--- src/rtl/div64by32_seq_pkg.sv ---
// Shared constants for the sequential 64/32 divider: FSM encodings,
// default widths and the quotient value reported for div0/overflow results.
package div64by32_seq_pkg;

    typedef logic [1:0] state_t;

    localparam state_t S_IDLE = 2'd0;
    localparam state_t S_RUN  = 2'd1;
    localparam state_t S_DONE = 2'd2;

    localparam int W_DEF     = 32;
    localparam int CNT_W_DEF = 6;

    // Saturated quotient for the default width; the top uses '1 for any W.
    localparam logic [W_DEF-1:0] QUO_ALL_ONES = '1;

endpackage

--- src/rtl/div64by32_seq_div_step.sv ---
// One combinational radix-2 restoring iteration: shift the next dividend
// bit into the partial remainder and subtract the divisor when it fits.
module div_step #(
    parameter int W = 32
) (
    input  logic [W-1:0] rem,
    input  logic [W-1:0] quo,
    input  logic [W-1:0] b,
    output logic [W-1:0] rem_n,
    output logic [W-1:0] quo_n
);

    logic [W-1:0] shifted;
    logic         fits;

    // The shifted-out rem MSB makes the (W+1)-bit value >= 2**W > b, so the
    // subtract always fits then; the result is < b and the W-bit difference is exact.
    assign shifted = {rem[W-2:0], quo[W-1]};
    assign fits    = rem[W-1] | (shifted >= b);
    assign rem_n   = fits ? (shifted - b) : shifted;
    assign quo_n   = {quo[W-2:0], fits};

endmodule

--- src/rtl/div64by32_seq.sv ---
// Sequential unsigned 2W/W divider, one quotient bit per clock.
// Divide-by-zero and quotient overflow finish in one cycle with flags set.
module div64by32_seq
    import div64by32_seq_pkg::*;
#(
    parameter int W     = W_DEF,
    parameter int CNT_W = CNT_W_DEF
) (
    input  logic           clk,
    input  logic           rst,
    input  logic           start,
    input  logic [2*W-1:0] a,
    input  logic [W-1:0]   b,
    output logic           busy,
    output logic           done,
    output logic [W-1:0]   q,
    output logic [W-1:0]   r,
    output logic           div0,
    output logic           ovf
);

    state_t           state_reg;
    logic [W-1:0]     rem_reg;
    logic [W-1:0]     quo_reg;
    logic [W-1:0]     b_reg;
    logic [CNT_W-1:0] cnt_reg;
    logic [W-1:0]     q_reg;
    logic [W-1:0]     r_reg;
    logic             div0_reg;
    logic             ovf_reg;

    logic [W-1:0]     rem_next;
    logic [W-1:0]     quo_next;
    logic [W-1:0]     a_hi;
    logic             is_div0;
    logic             is_ovf;
    logic             accept;
    logic             last_step;

    assign a_hi      = a[2*W-1:W];
    assign is_div0   = (b == '0);
    assign is_ovf    = !is_div0 && (a_hi >= b);
    assign accept    = start && (state_reg != S_RUN);
    assign last_step = (cnt_reg == CNT_W'(W - 1));

    div_step #(
        .W(W)
    ) u_step (
        .rem  (rem_reg),
        .quo  (quo_reg),
        .b    (b_reg),
        .rem_n(rem_next),
        .quo_n(quo_next)
    );

    always_ff @(posedge clk) begin
        if (rst) begin
            state_reg <= S_IDLE;
            rem_reg   <= '0;
            quo_reg   <= '0;
            b_reg     <= '0;
            cnt_reg   <= '0;
            q_reg     <= '0;
            r_reg     <= '0;
            div0_reg  <= 1'b0;
            ovf_reg   <= 1'b0;
        end else begin
            case (state_reg)
                S_IDLE, S_DONE: begin
                    if (accept) begin
                        if (is_div0 || is_ovf) begin
                            // Result is known immediately; publish it with the done pulse.
                            state_reg <= S_DONE;
                            q_reg     <= '1;
                            r_reg     <= a[W-1:0];
                            div0_reg  <= is_div0;
                            ovf_reg   <= is_ovf;
                        end else begin
                            state_reg <= S_RUN;
                            rem_reg   <= a_hi;
                            quo_reg   <= a[W-1:0];
                            b_reg     <= b;
                            cnt_reg   <= '0;
                        end
                    end else begin
                        state_reg <= S_IDLE;
                    end
                end
                S_RUN: begin
                    rem_reg <= rem_next;
                    quo_reg <= quo_next;
                    cnt_reg <= cnt_reg + CNT_W'(1);
                    if (last_step) begin
                        // Outputs keep the previous result until this final step lands.
                        state_reg <= S_DONE;
                        q_reg     <= quo_next;
                        r_reg     <= rem_next;
                        div0_reg  <= 1'b0;
                        ovf_reg   <= 1'b0;
                    end
                end
                default: state_reg <= S_IDLE;
            endcase
        end
    end

    assign busy = (state_reg == S_RUN);
    assign done = (state_reg == S_DONE);
    assign q    = q_reg;
    assign r    = r_reg;
    assign div0 = div0_reg;
    assign ovf  = ovf_reg;

endmodule

--- config.mk ---
export PLATFORM = sky130hd
export DESIGN_NAME = div64by32_seq
export DESIGN_NICKNAME = d
export VERILOG_FILES = /design/src/rtl/div64by32_seq_pkg.sv /design/src/rtl/div64by32_seq_div_step.sv /design/src/rtl/div64by32_seq.sv
export SDC_FILE = /design/constraint.sdc
export NUM_CORES = 1
export LEC_CHECK = 0
export CAP_MARGIN = 20
export CORE_MARGIN = 5
export CORE_UTILIZATION = 45
export DETAILED_ROUTE_END_ITERATION = 8
export HOLD_SLACK_MARGIN = 0.06
export MAX_ROUTING_LAYER = met4
export PLACE_DENSITY = 0.68
export RECOVER_POWER = 50
export SLEW_MARGIN = 25
export SYNTH_ARGS = -nofsm -noshare
export SYNTH_HDL_FRONTEND = slang
export SYNTH_SLANG_ARGS = --single-unit
--- constraint.sdc ---
create_clock -name clk -period 5 [get_ports clk]
set_input_delay 1 -clock clk [delete_from_list [all_inputs] [get_ports clk]]
set_output_delay 1 -clock clk [all_outputs]
set_load 0.01 [all_outputs]
[Word level (Yosys, flattened, before mapping)]
Cells that the tools add are included.
Word-level totals
  bits in registers: 170
  input port bits: 99
  logic and storage cells: 63
Cells by class
  $add $sub $neg: 2
  order comparisons: 2
  equality and inequality tests: 8
  muxes and demuxes: 29
  bitwise gates (word level): 2
  reductions and logical operators: 11
Operators by type and width (number)
  two-way mux 32 bit: 11
  one-hot mux 32 bit (2 select lines): 4
  greater-or-equal comparator 32 bit: 2
  zero test 32 bit: 1
  subtractor 32 bit: 1
  two-way mux 6 bit: 2
  one-hot mux 6 bit (2 select lines): 1
  adder 6 x 1 -> 6 bit, second input constant: 1
  == test 6 x 5 -> 1 bit, second input constant: 1
  two-way mux 2 bit: 3
  inequality test 2 bit, second input constant: 3
  AND reduction 3 bit: 2
  two-way mux 1 bit: 5
  inequality test 2 x 1 -> 1 bit, second input constant: 2
  one-hot mux 1 bit (2 select lines): 2
  one-hot mux 2 bit (2 select lines): 1
  AND reduction 4 bit: 1
  == test 2 x 1 -> 1 bit, second input constant: 1
  == test 2 bit, second input constant: 1
  logical AND 1 bit: 2
  zero test 2 bit: 1
  nonzero test 2 bit: 1
  OR reduction 2 bit: 1
  zero test 1 bit: 1
  3 further kinds: 3

[Logic depth before layout (Yosys ltp)]
Gate-level depths: netlist (run 1).
  depth after elaboration: 7
  depth in mapped cells: 14
  depth with buffers taken out: 13

[By module]
A second synthesis (run 1) with hierarchy kept.
Unflattened totals
  cells, all modules: 1358
  area total of the unflattened synthesis: 10639.0 um^2
Modules (own cells, without submodules)
  div64by32_seq: instances 1, cells each 950, area each 7987.7 um^2, seq. area each 3403.3 um^2
  div_step: instances 1, cells each 408, area each 2651.3 um^2, seq. area each 0.0 um^2

[Least setup slack after synthesis (run 1)]
No wires, ideal clock.
  path kind: input-to-reg
  start: input b[17]
  end: register rem_reg[10]
  setup time: 0.116 ns
  data arrival time: 3.317 ns
  data required time: 4.884 ns
  slack: 1.567 ns
  stages on the path: 13
  cells stage by stage: inv_1 -> ha_1 -> a21o_1 -> a21o_1 -> a21oi_2 -> nand2_1 -> o41a_1 -> o21ai_2 -> and2_4 -> buf_8 -> buf_12 -> mux2_2 -> o211a_1
Between the ends
  cells in the longest elaborated chain, start to end: 6
Ends and longest elaborated chain
  start: declaration: RTL line div64by32_seq.sv:13  | input logic [W-1:0] b,
  branches (longest 3 deep; another with greater-or-equal comparator 32 bit)
  logical OR 1 bit (*): RTL line div64by32_seq.sv:71  | if (is_div0 || is_ovf) begin
  inequality test 2 bit (no source line) (*)
  AND reduction 3 bit (no source line) (*)
  end signal: assignment: RTL line div64by32_seq.sv:80  | rem_reg <= a_hi;
  end signal: assignment: RTL line div64by32_seq.sv:90  | rem_reg <= rem_next;
  end: declaration: RTL line div64by32_seq.sv:23  | logic [W-1:0] rem_reg;
Every way passes the cells marked *.
A chain may end at the register's enable or synchronous reset.

[Final worst setup path (run 1)]
  start: input b[5]
  end: register rem_reg[30]
The elaborated chain is that of the path after synthesis.

==> run_summary.xml, run 1 <==
<?xml version="1.0" encoding="UTF-8"?>
<metrics>
  <group name="hold_path">
    <metric name="holdPathStages" unit="">2</metric>
    <metric name="hold_crit_path_type" unit="">flip-flop to flip-flop</metric>
  </group>
  <group name="finish">
    <metric name="sequential_cell_area" unit="um^2">3403</metric>
    <metric name="fillCellCount" unit="">2031</metric>
    <metric name="post_route_cells_drive_above_1_share" unit="">0.05693</metric>
    <metric name="finalNonFillerCells" unit="">1650</metric>
    <metric name="antenna_cells" unit="">0</metric>
    <metric name="layout.nets" unit="">1522</metric>
    <metric name="syn_to_final_growth" unit="%">23.69</metric>
    <metric name="multi_input_comb_area" unit="um^2">5669</metric>
  </group>
  <group name="sta">
    <metric name="final_period_minus_worst_setup_slack" unit="ns">4.283</metric>
    <metric name="worstMarginPinSlew" unit="ns">1.109</metric>
    <metric name="post-route-worst-setup-slack" unit="ns">0.7169</metric>
    <metric name="setup_tns" unit="ns">0</metric>
    <metric name="max_slew_margin" unit="">0.2607</metric>
    <metric name="timing.final.hold_violations" unit="">0</metric>
    <metric name="setup_violations" unit="">0</metric>
    <metric name="maxSlewViolCount" unit="">0</metric>
    <metric name="setup_repair_after_global_routing_missed_its_margin" unit="">false</metric>
    <metric name="hold-worst-slack" unit="ns">0.4558</metric>
    <metric name="max_freq" unit="GHz">0.2335</metric>
    <metric name="finalClockSkew" unit="ns">0.01400</metric>
    <metric name="final.period_utilization" unit="">0.8566</metric>
  </group>
  <group name="global_route">
    <metric name="grt_antenna_before_repair" unit="">0</metric>
    <metric name="number_of_global_route_vias_before_repair" unit="">8692</metric>
    <metric name="grt_pass1_wl" unit="um">46350</metric>
    <metric name="global_route.overflow_total" unit="">0</metric>
    <metric name="total_global_route_track_usage" unit="">0.2402</metric>
    <metric name="grt_max_degree" unit="">89</metric>
  </group>
  <group name="power_and_ir_drop">
    <metric name="power.density" unit="nW/um^2">389.7</metric>
    <metric name="leakage" unit="nW">5.071</metric>
    <metric name="ir_worst_vdd" unit="uV">227.0</metric>
  </group>
  <group name="floorplan">
    <metric name="floorplan.core_area" unit="um^2">21690</metric>
    <metric name="floorplan.die_area" unit="um^2">24880</metric>
    <metric name="initial_standard_cell_utilization_of_the_core" unit="">0.4528</metric>
    <metric name="num_io_pins" unit="">167</metric>
    <metric name="die_span_in_y" unit="um">157.7</metric>
    <metric name="rows" unit="">54</metric>
    <metric name="die_w" unit="um">157.7</metric>
  </group>
  <group name="yosys">
    <metric name="syn-instance-count" unit="">1235</metric>
    <metric name="synth-seq-area-share" unit="">0.3466</metric>
    <metric name="synth_edf_count" unit="">0</metric>
    <metric name="synthDominantCellAreaShare" unit="">0.3466</metric>
    <metric name="yosysTopAreaCell" unit="">sky130_fd_sc_hd__dfxtp_1</metric>
    <metric name="post_synth_main_area_contributors" unit="">sky130_fd_sc_hd__dfxtp_1 (35%), sky130_fd_sc_hd__nand2_1 (8.6%), sky130_fd_sc_hd__ha_1 (8.3%)</metric>
    <metric name="ys.warnings.count" unit="">0</metric>
    <metric name="postSynth.topFlopCell" unit="">sky130_fd_sc_hd__dfxtp_1</metric>
    <metric name="synth_cell_types" unit="">69</metric>
    <metric name="post_synth.cell_area_avg" unit="um^2">7.951</metric>
    <metric name="yosys_register_bits" unit="">170</metric>
    <metric name="synth.cell_area" unit="um^2">9819</metric>
    <metric name="synth_fp_nets" unit="">1400</metric>
    <metric name="ys_async_sr_fraction" unit="">0</metric>
  </group>
  <group name="place">
    <metric name="io_buffers" unit="">166</metric>
    <metric name="place.gp.congestion" unit="">0.9297</metric>
    <metric name="place_worst_setup_slack" unit="ns">0.5278</metric>
    <metric name="numPlacedInstances" unit="">1618</metric>
    <metric name="dp_hpwl" unit="um">22000</metric>
  </group>
  <group name="cts">
    <metric name="cts_made_buffers" unit="">17</metric>
    <metric name="post_cts.repair.setup_buffers" unit="">0</metric>
    <metric name="cts.sinks" unit="">170</metric>
    <metric name="postCtsHoldBufs" unit="">0</metric>
    <metric name="cts.reportedPaths.clkPinSlew" unit="ns">0.07</metric>
    <metric name="post_cts_resized" unit="">0</metric>
    <metric name="clkLatencyLatePin" unit="ns">0.44</metric>
    <metric name="cts-htree-levels" unit="">4</metric>
    <metric name="cts_max_path_buffers" unit="">2</metric>
    <metric name="cts-root-buf" unit="">sky130_fd_sc_hd__clkbuf_16</metric>
    <metric name="tritoncts" unit="">done</metric>
  </group>
  <group name="worst_setup_path">
    <metric name="worstPathRequired" unit="ns">5.27</metric>
    <metric name="timing.critical_path.buf_inv" unit="">3</metric>
    <metric name="crit_chain" unit="">clkdlybuf4s50_1 &gt; inv_1 &gt; ha_1 &gt; a21o_1 &gt; a21o_1 &gt; a21oi_1 &gt; nor3_1 &gt; o41a_1 &gt; o21ai_0 &gt; and2_4 &gt; buf_4 &gt; mux2i_1 &gt; a211oi_1</metric>
    <metric name="critPathArrivalTime" unit="ns">4.56</metric>
    <metric name="timing.critical_path.from_type" unit="">input pin</metric>
    <metric name="rrSetupSlack" unit="ns">1.39</metric>
    <metric name="critical-path-slowest-cell" unit="">sky130_fd_sc_hd__and2_4</metric>
    <metric name="critical-path-max-stage-delay" unit="ns">0.55</metric>
    <metric name="timing.critical_path.fanout_max" unit="">35</metric>
    <metric name="crit_top_cell" unit="">sky130_fd_sc_hd__a21o_1</metric>
    <metric name="critical-path-top-delay-family" unit="">compound AO/OA/AOI/OAI gates</metric>
    <metric name="critPathKind" unit="">input pin to flip-flop</metric>
    <metric name="worst_r2r_path_depth" unit="">12</metric>
    <metric name="worstSetupPathDepth" unit="">13</metric>
    <metric name="element_type_at_the_critical_path_end" unit="">flip-flop</metric>
  </group>
  <group name="detailed_routing">
    <metric name="vias" unit="">9436</metric>
    <metric name="detail_route.drc_violations" unit="">0</metric>
    <metric name="route.final.wire_length" unit="um">29530</metric>
    <metric name="detail_route.first_pass.iterations" unit="">5</metric>
    <metric name="drt_iter0_markers" unit="">693</metric>
    <metric name="route.detailed.vias_per_inst" unit="">5.719</metric>
    <metric name="detail_route.wl_per_cell" unit="um">17.89</metric>
    <metric name="route.antenna.remaining_nets" unit="">0</metric>
  </group>
  <group name="flow_run">
    <metric name="max_cap_viol_count" unit="">0</metric>
  </group>
  <group name="outcome">
    <metric name="outcome" unit="">completed</metric>
  </group>
</metrics>
## layout by cell type (no fill, tap or decap), types with 4 or more instances in the layout
cell type | netlist | layout
sky130_fd_sc_hd__a211oi_1 | 40 | 40
sky130_fd_sc_hd__a21o_1 | 19 | 19
sky130_fd_sc_hd__a21oi_1 | 91 | 91
sky130_fd_sc_hd__a22o_1 | 11 | 11
sky130_fd_sc_hd__a311oi_1 | 47 | 47
sky130_fd_sc_hd__a31oi_1 | 8 | 8
sky130_fd_sc_hd__and3_1 | 6 | 6
sky130_fd_sc_hd__buf_4 | 1 | 13
sky130_fd_sc_hd__clkbuf_16 | 0 | 17
sky130_fd_sc_hd__clkdlybuf4s50_1 | 0 | 96
sky130_fd_sc_hd__dfxtp_1 | 170 | 170
sky130_fd_sc_hd__dlygate4sd3_1 | 0 | 69
sky130_fd_sc_hd__ha_1 | 65 | 65
sky130_fd_sc_hd__inv_1 | 80 | 81
sky130_fd_sc_hd__inv_6 | 0 | 4
sky130_fd_sc_hd__mux2_2 | 12 | 12
sky130_fd_sc_hd__nand2_1 | 226 | 225
sky130_fd_sc_hd__nand2b_1 | 10 | 10
sky130_fd_sc_hd__nand3_1 | 11 | 11
sky130_fd_sc_hd__nand4_1 | 15 | 15
sky130_fd_sc_hd__nor2_1 | 111 | 112
sky130_fd_sc_hd__nor2b_1 | 8 | 8
sky130_fd_sc_hd__nor3_1 | 18 | 18
sky130_fd_sc_hd__nor4_1 | 9 | 9
sky130_fd_sc_hd__o211a_1 | 16 | 16
sky130_fd_sc_hd__o211ai_1 | 23 | 23
sky130_fd_sc_hd__o21a_1 | 14 | 14
sky130_fd_sc_hd__o21ai_0 | 38 | 39
sky130_fd_sc_hd__o21bai_1 | 4 | 4
sky130_fd_sc_hd__o32ai_1 | 15 | 15
sky130_fd_sc_hd__or3_1 | 4 | 4
sky130_fd_sc_hd__xnor2_1 | 20 | 20
sky130_fd_sc_hd__xor2_1 | 10 | 10
## power breakdown
group	total (W)	leakage (nW)	switching (W)	internal (W)
clock	0.00132	0.286	0.000641	0.000681
sequential	0.00158	1.39	0.0000875	0.00149
combinational	0.00183	3.39	0.00110	0.000737
## layout make-up
class / count / share of cell area
Clock buffer: 18 / 0.03616
Multi-Input combinational cell: 901 / 0.4668
Tap cell: 280 / 0.02885
Timing Repair Buffer: 184 / 0.1499
Inverter: 83 / 0.02565
Sequential cell: 170 / 0.2802
Clock inverter: 14 / 0.01247
## path summary, 6_finish.rpt
path	start	endpoint
setup / recovery	b[5]	rem_reg[30]
setup reg to reg	quo_reg[31]	r[7]
hold / removal	b_reg[12]	b_reg[12]
hold reg to reg	b_reg[12]	b_reg[12]
## synth_stat cells, drive strengths merged (10+ instances only)
| cell | count |
|---|---|
| dfxtp | 170 |
| mux2 | 13 |
| o21a | 14 |
| ha | 65 |
| a21o | 19 |
| nand3 | 11 |
| nor4 | 10 |
| nand4 | 15 |
| nor3 | 18 |
| a311oi | 47 |
| buf | 25 |
| o211a | 16 |
| a22o | 11 |
| inv | 82 |
| xor2 | 10 |
| xnor2 | 20 |
| o32ai | 15 |
| a211oi | 41 |
| a21oi | 94 |
| nand2b | 10 |
| nand2 | 226 |
| o21ai | 42 |
| clkbuf | 56 |
| nor2 | 113 |
| o211ai | 23 |
## metrics by stage
stage               power (W)  utilization  area, um^2
global placement     0.003413       0.5342       11580
finish               0.004734       0.5600       12150
floorplan            0.002906            -        9819
global route         0.005007       0.5600       12150
CTS                  0.004753       0.5614       12180
detailed placement   0.003432       0.5342       11580
## cells by family after synthesis
logic type	count (synthesis)	share of synthesized area
multiplexers	16	0.01835
XOR/XNOR	30	0.02676
adder cells (fa/ha/maj)	66	0.08486
buffers and inverters	164	0.07569
flip-flops	170	0.3466
AO/OA/AOI/OAI	357	0.2593
AND/OR/NAND/NOR	432	0.1885
## metal layers
| layer | track usage | vias to the layer above | share of wire |
|---|---|---|---|
| li1 | - | 4636 | - |
| met1 | 0.3334 | 4437 | 0.47 |
| met2 | 0.3681 | 333 | 0.44 |
| met3 | 0.03773 | 30 | 0.075 |
| met4 | 0.05899 | 0 | 0.015 |
| met5 | - | - | 0 |
## worst register-to-register path, delay by kind of cell (launching register included)
family,cells,cell delay [ns]
flip-flops,1,0.40
adder cells (fa/ha/maj),2,0.62
AO/OA/AOI/OAI,6,1.76
buffers and inverters,2,0.30
AND/OR/NAND/NOR,2,0.38
No activity file was read; power rests on OpenSTA's default activity.
==> run 2, diff against run 1 <==
PLACE_DENSITY = 0.8   (was 0.68)
SKIP_LAST_GASP = 1   (was unset)
==> run_summary.xml, run 2 (synthesis results as in run 1) <==
<?xml version="1.0" encoding="UTF-8"?>
<metrics>
  <group name="finish">
    <metric name="syn_to_final_growth" unit="%">23.47</metric>
    <metric name="fillCellCount" unit="">2034</metric>
    <metric name="final_cell_mix" unit="">sky130_fd_sc_hd__nand2_1 (225), sky130_fd_sc_hd__dfxtp_1 (170), sky130_fd_sc_hd__nor2_1 (112), sky130_fd_sc_hd__clkdlybuf4s50_1 (98), sky130_fd_sc_hd__a21oi_1 (92)</metric>
    <metric name="layout.nets" unit="">1524</metric>
    <metric name="antenna_cells" unit="">0</metric>
    <metric name="final_common_cell" unit="">sky130_fd_sc_hd__nand2_1</metric>
    <metric name="post_route_cells_drive_above_1_share" unit="">0.05904</metric>
  </group>
  <group name="detailed_routing">
    <metric name="detail_route.wl_per_cell" unit="um">18.17</metric>
    <metric name="drt_iter0_markers" unit="">829</metric>
    <metric name="vias" unit="">9567</metric>
    <metric name="route.detailed.vias_per_inst" unit="">5.791</metric>
    <metric name="detail_route.drc_violations" unit="">0</metric>
    <metric name="route.final.wire_length" unit="um">30020</metric>
    <metric name="detail_route.first_pass.iterations" unit="">5</metric>
    <metric name="route.antenna.remaining_nets" unit="">0</metric>
  </group>
  <group name="cts">
    <metric name="cts.sinks" unit="">170</metric>
    <metric name="postCtsHoldBufs" unit="">0</metric>
    <metric name="cts-root-buf" unit="">sky130_fd_sc_hd__clkbuf_16</metric>
    <metric name="clkLatencyLatePin" unit="ns">0.44</metric>
    <metric name="cts-htree-levels" unit="">4</metric>
    <metric name="cts_max_path_buffers" unit="">2</metric>
    <metric name="cts.reportedPaths.clkPinSlew" unit="ns">0.07</metric>
    <metric name="tritoncts" unit="">done</metric>
    <metric name="post_cts.repair.setup_buffers" unit="">0</metric>
    <metric name="cts_made_buffers" unit="">17</metric>
    <metric name="post_cts_resized" unit="">0</metric>
  </group>
  <group name="floorplan">
    <metric name="die_w" unit="um">157.7</metric>
    <metric name="floorplan.core_area" unit="um^2">21690</metric>
    <metric name="initial_standard_cell_utilization_of_the_core" unit="">0.4528</metric>
    <metric name="die_span_in_y" unit="um">157.7</metric>
    <metric name="rows" unit="">54</metric>
    <metric name="num_io_pins" unit="">167</metric>
    <metric name="floorplan.die_area" unit="um^2">24880</metric>
  </group>
  <group name="global_route">
    <metric name="global_route.overflow_total" unit="">0</metric>
    <metric name="grt_pass1_wl" unit="um">47010</metric>
    <metric name="total_global_route_track_usage" unit="">0.2438</metric>
    <metric name="grt_max_degree" unit="">101</metric>
    <metric name="grt_antenna_before_repair" unit="">0</metric>
    <metric name="number_of_global_route_vias_before_repair" unit="">8844</metric>
  </group>
  <group name="flow_run">
    <metric name="max_cap_viol_count" unit="">0</metric>
  </group>
  <group name="outcome">
    <metric name="outcome" unit="">completed</metric>
  </group>
  <group name="sta">
    <metric name="finalClockSkew" unit="ns">0.01607</metric>
    <metric name="setup_repair_after_global_routing_missed_its_margin" unit="">false</metric>
    <metric name="timing.final.hold_violations" unit="">0</metric>
    <metric name="max_slew_margin" unit="">0.2949</metric>
    <metric name="max_freq" unit="GHz">0.2294</metric>
    <metric name="setup_tns" unit="ns">0</metric>
    <metric name="final_period_minus_worst_setup_slack" unit="ns">4.359</metric>
    <metric name="worstMarginPinSlew" unit="ns">1.058</metric>
    <metric name="setup_violations" unit="">0</metric>
    <metric name="final.period_utilization" unit="">0.8718</metric>
    <metric name="maxSlewViolCount" unit="">0</metric>
  </group>
  <group name="worst_setup_path">
    <metric name="worstPathRequired" unit="ns">5.34</metric>
    <metric name="critPathArrivalTime" unit="ns">4.70</metric>
    <metric name="timing.critical_path.from_type" unit="">input pin</metric>
    <metric name="critPathKind" unit="">input pin to flip-flop</metric>
    <metric name="timing.critical_path.fanout_max" unit="">33</metric>
    <metric name="element_type_at_the_critical_path_end" unit="">flip-flop</metric>
  </group>
  <group name="power_and_ir_drop">
    <metric name="total_power" unit="W">0.004751</metric>
    <metric name="leakage" unit="nW">5.059</metric>
    <metric name="power.density" unit="nW/um^2">391.9</metric>
    <metric name="ir_worst_vdd" unit="uV">200.0</metric>
  </group>
  <group name="place">
    <metric name="dp_hpwl" unit="um">22370</metric>
    <metric name="io_buffers" unit="">166</metric>
    <metric name="place.gp.congestion" unit="">0.9490</metric>
  </group>
  <group name="hold_path">
    <metric name="hold_crit_path_type" unit="">flip-flop to flip-flop</metric>
  </group>
</metrics>
==> run 2: cell types whose count changed in the layout (fill, tap and decap cells not counted), sizes merged <==
| cell | before | now |
|---|---|---|
| clkbuf | 21 | 22 |
| clkdlybuf4s50 | 96 | 98 |
| clkinv | 6 | 4 |
| clkinvlp | 1 | 4 |
| dlygate4sd3 | 69 | 67 |
==> run 2: power by group <==
part	internal (W)	switching [W]	leakage (nW)
Combinational	0.000744	0.00113	3.40
Clock	0.000665	0.000633	0.271
Sequential	0.00149	0.0000901	1.39
==> run 2: final cells by class <==
type | instances | area [um^2] | area share
clock buffer | 17 | 425.4 | 0.03509
inverter | 83 | 311.5 | 0.02570
multi-input combinational | 901 | 5673 | 0.4679
clock inverter | 15 | 153.9 | 0.01269
tap | 280 | 350.3 | 0.02890
sequential | 170 | 3403 | 0.2807
timing repair buffer | 186 | 1807 | 0.1490
==> run 2: final timing paths <==
check              startpoint          end  slack, ns  depth (start not counted)
hold reg to reg     b_reg[16]    b_reg[16]       0.46                          2
setup / recovery         b[5]  rem_reg[20]       0.64                         13
setup reg to reg  quo_reg[31]  rem_reg[13]       1.15                         12
hold / removal      b_reg[16]    b_reg[16]       0.46                          2
==> run 2: worst max-delay path: stages <==
cell	delay, ns
sky130_fd_sc_hd__clkdlybuf4s50_1	0.51
sky130_fd_sc_hd__inv_1	0.05
sky130_fd_sc_hd__ha_1	0.29
sky130_fd_sc_hd__a21o_1	0.19
sky130_fd_sc_hd__a21o_1	0.17
sky130_fd_sc_hd__a21oi_1	0.21
sky130_fd_sc_hd__nor3_1	0.09
sky130_fd_sc_hd__o41a_1	0.36
sky130_fd_sc_hd__o21ai_0	0.55
sky130_fd_sc_hd__and2_4	0.56
sky130_fd_sc_hd__buf_4	0.33
sky130_fd_sc_hd__nand2_1	0.08
sky130_fd_sc_hd__a311oi_1	0.26
==> run 2: metrics by stage <==
step / instance area, um^2 / setup WS (ns) / hold slack, ns / cells / utilization
after floorplan: 9819 / 1.567 / 0.4363 / 1235 / -
after global placement: 11570 / 0.5293 / 0.4423 / 1620 / 0.5337
after detailed placement: 11570 / 0.5000 / 0.4478 / 1620 / 0.5337
after CTS: 12150 / 0.9325 / 0.4573 / 1652 / 0.5604
after global routing: 12120 / 0.3753 / 0.4773 / 1652 / 0.5590
final: 12120 / 0.6410 / 0.4572 / 1652 / 0.5590
==> run 2: metal layers <==
layer	global-route usage	share of wire
met1	0.3444	0.46
met2	0.3520	0.42
met3	0.04593	0.087
met4	0.07702	0.025
met5	-	0
